[config.mk]
export PLATFORM = sky130hd
export DESIGN_NAME = mem_dump_engine
export DESIGN_NICKNAME = d
export VERILOG_FILES = /design/src/rtl/mem_dump_engine.sv
export SDC_FILE = /design/constraint.sdc
export NUM_CORES = 1
export LEC_CHECK = 0
export CAP_MARGIN = 10
export CORE_MARGIN = 10
export CORE_UTILIZATION = 40
export CTS_BUF_LIST = sky130_fd_sc_hd__clkbuf_8
export CTS_CLUSTER_SIZE = 16
export DETAILED_ROUTE_END_ITERATION = 8
export GPL_TIMING_DRIVEN = 0
export PLACE_DENSITY_LB_ADDON = 0.25
export SLEW_MARGIN = 30
export SYNTH_ARGS = -nofsm -noshare
export SYNTH_HDL_FRONTEND = slang
export SYNTH_SLANG_ARGS = --single-unit
[constraint.sdc]
create_clock -name clk -period 3.65 [get_ports clk]
set_clock_uncertainty 0.15 [all_clocks]
set_input_delay 0.5475 -clock clk [delete_from_list [all_inputs] [get_ports clk]]
set_output_delay 0.5475 -clock clk [all_outputs]
set_load 0.005 [all_outputs]
[src/rtl/mem_dump_engine.sv]
// Data-memory dump engine: on a halt or start trigger it takes over the memory
// read port, walks a word range and streams {addr, data} beats over valid/ready.
module mem_dump_engine #(
   parameter int DATA_W = 32,
   parameter int ADDR_W = 32,
   parameter int DEPTH  = 256,
   parameter int RD_LAT = 1,
   parameter int CNT_W  = 9
) (
   input  logic              clk,
   input  logic              rst,
   input  logic [31:0]       inst_i,
   input  logic              halt_en_i,
   input  logic              start_i,
   input  logic [ADDR_W-1:0] start_addr_i,
   input  logic [CNT_W-1:0]  word_count_i,
   output logic              mem_rd_en_o,
   output logic [ADDR_W-1:0] mem_addr_o,
   input  logic [DATA_W-1:0] mem_rdata_i,
   output logic              core_stall_o,
   output logic              dump_valid_o,
   input  logic              dump_ready_i,
   output logic [ADDR_W-1:0] dump_addr_o,
   output logic [DATA_W-1:0] dump_data_o,
   output logic              dump_last_o,
   output logic              busy_o,
   output logic              done_o
);

   localparam int unsigned BYTES = DATA_W / 8;
   localparam int unsigned SPAN  = DEPTH * BYTES;
   localparam logic [ADDR_W-1:0] STEP       = ADDR_W'(BYTES);
   localparam logic [ADDR_W-1:0] WRAP       = ADDR_W'(SPAN);
   localparam logic [ADDR_W-1:0] ALIGN_MASK = ~(ADDR_W'(BYTES - 1));
   localparam logic [2:0]        LAT_M1     = 3'(RD_LAT - 1);

   typedef enum logic [2:0] {
      S_IDLE,
      S_READ,
      S_WAIT,
      S_OUT,
      S_DONE
   } state_t;

   state_t            state_q, state_d;
   logic [ADDR_W-1:0] addr_q, addr_d, addr_sum, addr_inc;
   logic [CNT_W-1:0]  rem_q, rem_d;
   logic [DATA_W-1:0] data_q, data_d;
   logic [2:0]        wcnt_q, wcnt_d;
   logic              halt_src_q, halt_src_d;
   logic              start_q1, start_q2;
   logic              halt_trig, start_rise, trigger;

   // start_i comes from outside the core clock domain logic; register it twice
   // and detect the rising edge on the registered copy.
   always_ff @(posedge clk) begin
      if (rst) begin
         start_q1 <= 1'b0;
         start_q2 <= 1'b0;
      end else begin
         start_q1 <= start_i;
         start_q2 <= start_q1;
      end
   end

   assign halt_trig  = halt_en_i & (inst_i == 32'd0);
   assign start_rise = start_q1 & ~start_q2;
   assign trigger    = halt_trig | start_rise;

   assign addr_sum = addr_q + STEP;
   assign addr_inc = (addr_sum >= WRAP) ? addr_sum - WRAP : addr_sum;

   always_ff @(posedge clk) begin
      if (rst) begin
         state_q    <= S_IDLE;
         addr_q     <= '0;
         rem_q      <= '0;
         data_q     <= '0;
         wcnt_q     <= '0;
         halt_src_q <= 1'b0;
      end else begin
         state_q    <= state_d;
         addr_q     <= addr_d;
         rem_q      <= rem_d;
         data_q     <= data_d;
         wcnt_q     <= wcnt_d;
         halt_src_q <= halt_src_d;
      end
   end

   always_comb begin
      state_d      = state_q;
      addr_d       = addr_q;
      rem_d        = rem_q;
      data_d       = data_q;
      wcnt_d       = wcnt_q;
      halt_src_d   = halt_src_q;
      mem_rd_en_o  = 1'b0;
      dump_valid_o = 1'b0;
      busy_o       = 1'b0;
      done_o       = 1'b0;
      core_stall_o = 1'b0;
      case (state_q)
         S_IDLE: begin
            if (trigger) begin
               addr_d     = start_addr_i & ALIGN_MASK;
               rem_d      = word_count_i;
               halt_src_d = halt_trig;
               state_d    = (word_count_i == '0) ? S_DONE : S_READ;
            end
         end
         S_READ: begin
            busy_o       = 1'b1;
            core_stall_o = 1'b1;
            mem_rd_en_o  = 1'b1;
            wcnt_d       = '0;
            state_d      = S_WAIT;
         end
         S_WAIT: begin
            busy_o       = 1'b1;
            core_stall_o = 1'b1;
            if (wcnt_q == LAT_M1) begin
               data_d  = mem_rdata_i;
               state_d = S_OUT;
            end else begin
               wcnt_d = wcnt_q + 3'd1;
            end
         end
         S_OUT: begin
            busy_o       = 1'b1;
            core_stall_o = 1'b1;
            dump_valid_o = 1'b1;
            if (dump_ready_i) begin
               addr_d  = addr_inc;
               rem_d   = rem_q - CNT_W'(1);
               state_d = (rem_q == CNT_W'(1)) ? S_DONE : S_READ;
            end
         end
         S_DONE: begin
            done_o       = 1'b1;
            core_stall_o = halt_src_q;
            // Leave only once the trigger source has gone away, so a held
            // halt or start cannot immediately re-fire.
            if ((!halt_en_i || inst_i != 32'd0) && !start_i) begin
               halt_src_d = 1'b0;
               state_d    = S_IDLE;
            end
         end
         default: state_d = S_IDLE;
      endcase
   end

   assign mem_addr_o  = busy_o ? addr_q : '0;
   assign dump_addr_o = dump_valid_o ? addr_q : '0;
   assign dump_data_o = dump_valid_o ? data_q : '0;
   assign dump_last_o = dump_valid_o & (rem_q == CNT_W'(1));

endmodule
Word-level counts from Yosys, hierarchy flattened
Cells that the tools add are included.
Storage, ports and cells
  output and inout port bits: 102
  register bits after elaboration: 82
  logic and storage cells: 73
  input bits: 110
Cells by class
  equality and inequality tests: 10
  magnitude comparators: 1
  multiplexer cells: 27
  bitwise logic cells: 5
  reductions and logical operators: 18
  add/sub/neg operators: 4
Operators with widths (number)
  two-way mux 32 bit: 6
  case mux 32 bit (2 select lines): 1
  adder 32 x 3 -> 32 bit (second input constant): 1
  >= comparator 32 x 11 -> 1 bit (second input constant): 1
  zero test 32 bit: 1
  nonzero test 32 bit: 1
  subtractor 32 x 11 -> 32 bit (second input constant): 1
  two-way mux 3 bit: 7
  two-way mux 9 bit: 2
  case mux 9 bit (2 select lines): 1
  case mux 3 bit (5 select lines): 1
  inequality test 2 bit (second input constant): 5
  equality test 9 x 1 -> 1 bit (second input constant): 1
  zero test 9 bit: 1
  subtractor 9 x 1 -> 9 bit (second input constant): 1
  equality test 3 x 2 -> 1 bit (second input constant): 2
  zero test 3 bit: 2
  two-way mux 1 bit: 6
  case mux 3 bit (2 select lines): 1
  AND reduction 3 bit: 2
  nonzero test 2 bit: 3
  case mux 1 bit (2 select lines): 2
  AND reduction 2 bit: 2
  AND reduction 4 bit: 1
  other kinds (10): 13

Depth between registers and ports, before layout
  depth after elaboration: 5
  mapped depth: 16

Worst setup path before layout
OpenSTA, ideal clock, no wires.
  path type: reg-to-reg
  start point: reg addr_q[2]
  end point: reg addr_q[10]
  setup slack: 348 ps
  data required time: 3412 ps
  library setup time: 88 ps
  cell stages (with the launch flop): 16
  path buffers: 1
  clock period less this slack: 3302 ps
  arrival time: 3064 ps
  cells stage by stage: dfxtp_1 -> ha_1 -> nand3_1 -> nor2_1 -> xnor2_1 -> inv_1 -> ha_1 -> nand3_1 -> a211oi_1 -> a211oi_1 -> nand4_2 -> or3_1 -> buf_2 -> xnor2_1 -> and3_1 -> nor4_2
Between the ends
  word-level cells in the longest chain between the ends: 5
Ends and longest elaborated chain
  start, declared: line 46  | logic [ADDR_W-1:0] addr_q, addr_d, addr_sum, addr_inc;
  start signal, assigned: line 83  | addr_q <= addr_d;
  adder 32 x 3 -> 32 bit *: line 70  | assign addr_sum = addr_q + STEP;
  subtractor 32 x 11 -> 32 bit / >= comparator 32 x 11 -> 1 bit (equally long branches): line 71  | assign addr_inc = (addr_sum >= WRAP) ? addr_sum - WRAP : addr_sum;
  two-way mux 32 bit *: line 71
  two-way mux 32 bit *: line 133  | if (dump_ready_i) begin
  case mux 32 bit (2 select lines) *: line 103  | case (state_q)
Mark *: on every way between the ends. The rest lies on a longest branch, timed or not. The select of a mux whose other input is x is not followed.
A chain may end at the register's enable or synchronous reset.

Worst setup path in the final report
  start point: reg addr_q[2]
  end point: reg addr_q[29]
The elaborated chain is that of the path after synthesis.

==> flow_summary.yaml <==
status:
  status: "completed"
synthesis:
  avgSynthCellArea_um2: 7.20
  async_reset_ff_share_pct: 0
  postSynthRegisterBits: 80
  number_of_enable_type_register_cells_in_the_synthesized_netlist: 0
  yosys-mux-area-fraction_pct: 0.860
  synth_compound_gate_area_share_pct: 17.5
  leading_cell_type_by_number_of_instances_after_synthesis: "nand2_1"
  synth_simple_gate_area_share_pct: 40.0
  post_synth_instance_area_um2: 5820
  synth_top_family_by_area: "simple AND/OR/NAND/NOR gates"
  netlist_top_cells_count: "nand2_1 (120), and2_1 (90), dfxtp_1 (80)"
  synthesis.instances: 808
  yosys.cell_types.count: 67
  synth_xor_xnor_area_share_pct: 5.72
  netlist_top_cells_area: "dfxtp_1 (28%), and2_1 (9.7%), nand2_1 (7.7%)"
  netlist.top_cell.by_area: "dfxtp_1"
  synthAdderAreaFrac_pct: 1.50
  post_synth_top_area_share_pct: 27.5
  fraction_of_the_yosys_area_taken_by_sequential_cells_pct: 27.5
  synth-warning-count: 0
  top_flip_flop_cell_by_instance_count_after_synthesis: "dfxtp_1"
setup_path:
  critical_path.max_stage_delay_ns: 0.37
  timing.critical_path.required_ns: 3.74
  cp_num_buf_inv: 3
  critical_path_class: "flop to flop"
  crit_path_top_delay_cell: "or3_1"
  worstSetupStartpointType: "flop"
  reg2reg_depth: 16
  cells_traversed_along_the_worst_timing_path: "buf_2 -> nand4_4 -> nor2_4 -> nand2_1 -> xor2_2 -> ha_1 -> nand3_1 -> a211oi_1 -> a211oi_2 -> nand4_2 -> or3_1 -> buf_2 -> buf_6 -> nand4_1 -> xor2_1 -> o21ai_0"
  maximum_fanout_count_along_the_critical_path: 10
  reg2reg_slack_ns: 0.11
  startpoint_of_the_lowest_slack_register_to_register_path: "addr_q[2]$_SDFFE_PP0P_"
  critPathTopFamily: "simple AND/OR/NAND/NOR gates"
  timing.critical_path.to_type: "flop"
  crit_path_frequent_cell: "buf_2"
  cp_data_arrival_time_ns: 3.63
  worst_r2r_endpoint: "addr_q[29]$_SDFFE_PP0P_"
timing:
  finalSetupViolations: 0
  hold_viol: 0
  fmaxAchievable_mhz: 282
  fin_ws_ns: 0.107
  finalHoldWorstSlack_ns: 0.301
  timing.final.crit_period_ns: 3.54
  final_max_slew_viol_count: 0
  worst_slew_margin_rel_pct: 48.4
  tns_ns: 0
  unrepaired_setup_endpoints_after_global_routing: "yes"
  fin_crit_sh_pct: 97.1
  tightest_slew_ns: 0.767
routing:
  viasPerCell: 5.49
  drc: 0
  vias: 6696
  ant_nets: 0
  detail_route.first_pass.iterations: 5
  drt_iter0_drc: 597
  wirelength_per_cell_um: 18.5
  routed_wirelength_um: 22600
clocking:
  cts_buffers: 9
  clock_tree.buffer_depth: 2
  clkSinkCount: 80
  root_buffer_selected_by_cts: "clkbuf_8"
  ctsHtreeMaxLevel: 3
  worstSkewPairLatency_ns: 0.37
  clk_pin_slew_worst_paths_ns: 0.10
  clock_tree_from_tritoncts: "yes"
worst_hold_path:
  min_delay_worst_endpoint: "data_q[28]$_SDFFE_PP0P_"
  type_of_the_worst_min_delay_path: "flop to flop"
  hold_depth: 2
  hold_wc_startpoint: "data_q[28]$_SDFFE_PP0P_"
place:
  portBuffers: 205
  gp_congestion: 0.955
  detailed_place_hpwl_um: 17200
  place.detailed.instances: 1200
  worst_setup_slack_post_dpl_ns: -0.487
global_route:
  first_global_vias: 6359
  antenna_found_initial: 0
  grt_first_pass_wirelength_um: 34800
  globalRouteTotalUtil_pct: 21.7
  maximum_number_of_pins_on_one_net_before_global_route_repair: 15
  grt_remaining_overflow: 0
finish:
  nNetsFinal: 1149
  drive_gt1_share_pct: 8.40
  syn2layout_area_growth_pct: 44.4
  multiInputGateArea_um2: 3870
  antenna_cells: 0
  fin_cells: 1220
  area.sequential_um2: 1600
  fill_cell_count: 1418
floorplan:
  core_um2: 14400
  initial_core_util_pct: 40.5
  ios: 212
  fp.dieArea_um2: 19800
  die_h_um: 141
  die_width_um: 141
  rows: 44
pwr:
  pwr_density_cell_nw_per_um2: 390
  power.leakage_uw: 0.00307
  peakVddDrop_mv: 0.172
run:
  cap_violations: 0
[placed cells by master, fill, tap and decap left out, types with 22 or more instances in the layout]
master,instances
nor3_1,27
xnor2_1,22
nor2_1,56
clkbuf_1,38
a21oi_1,69
dfxtp_1,80
clkdlybuf4s50_1,205
nand2_1,120
o21ai_0,30
and2_1,90
[stage by stage]
step | area [um^2] | utilization, % | power, uW
after floorplan | 5830 | - | 2060
after global placement | 8110 | 56.5 | 2580
after detailed placement | 8110 | 56.5 | 2600
after CTS | 8320 | 57.9 | 3240
after global routing | 8410 | 58.5 | 3480
final | 8410 | 58.5 | 3280
[routing by layer]
metal	routed length [um]	track usage (%)	vias to the layer above
met3	2470	7.19	42
met1	8660	24.8	3057
met5	0	0	-
li1	-	-	3276
met2	10900	37.5	321
met4	552	6.47	0
[cells by family (layout without fill, tap and decap cells)]
kind of cell | Yosys count | in the layout
adder cells (fa/ha/maj) | 7 | 7
flip-flops | 80 | 80
buffers and inverters | 87 | 312
AO/OA/AOI/OAI | 166 | 166
other | 1 | 4
multiplexers | 5 | 5
XOR/XNOR | 38 | 38
AND/OR/NAND/NOR | 424 | 424
[power breakdown]
group          switching [uW]  internal [uW]  total, uW
clock network             376            268        644
registers                84.2            987       1070
logic                     907            660       1570
[registers in the layout, summed over array words and instances, names as in the netlist]
register,cells
data_q,32
state_q,3
start_q1,1
addr_q,30
start_q2,1
halt_src_q,1
rem_q,9
wcnt_q,3
[area by class of cell]
class                           instances  area share, %
Inverter                               13          0.580
Multi-Input combinational cell        644           46.1
Timing Repair Buffer                  211           25.1
Tap cell                              184           2.74
Clock inverter                          5          0.506
Sequential cell                        80           19.1
Buffer                                 73           4.32
Clock buffer                           10           1.64
[repair_timing]
item / 4_1_cts / 5_1_grt
endpoints found under the setup margin: 84 / 89
pin swaps: 1 / 4
resized for setup: 9 / 18
endpoints found under the hold margin: 0 / 0
setup buffers: 1 / 5
hold buffers: 0 / 0
[worst max path at each step]
stage	from	endpoint	slack (ns)	depth (start not counted)
3_5_place_dp	addr_q[3]$_SDFFE_PP0P_	addr_q[29]$_SDFFE_PP0P_	-0.49	16
6_report	addr_q[2]$_SDFFE_PP0P_	addr_q[29]$_SDFFE_PP0P_	0.11	16
2_1_floorplan	addr_q[2]$_SDFFE_PP0P_	addr_q[10]$_SDFFE_PP0P_	0.35	15
5_1_grt	addr_q[3]$_SDFFE_PP0P_	addr_q[29]$_SDFFE_PP0P_	-0.04	12
3_3_place_gp	addr_q[2]$_SDFFE_PP0P_	addr_q[29]$_SDFFE_PP0P_	-0.49	16
4_1_cts	state_q[1]$_SDFFE_PP0P_	dump_data_o[13]	0.007	8
[worst reg2reg max path: cells and delay by family (launching register included)]
family          cells  cell delay (ns)
simple gates        7             1.29
fa+ha+maj           1             0.20
xor+xnor            2             0.36
compound gates      3             0.49
buf+inv             3             0.58
flops               1             0.34
No activity file was read; power rests on OpenSTA's default activity.
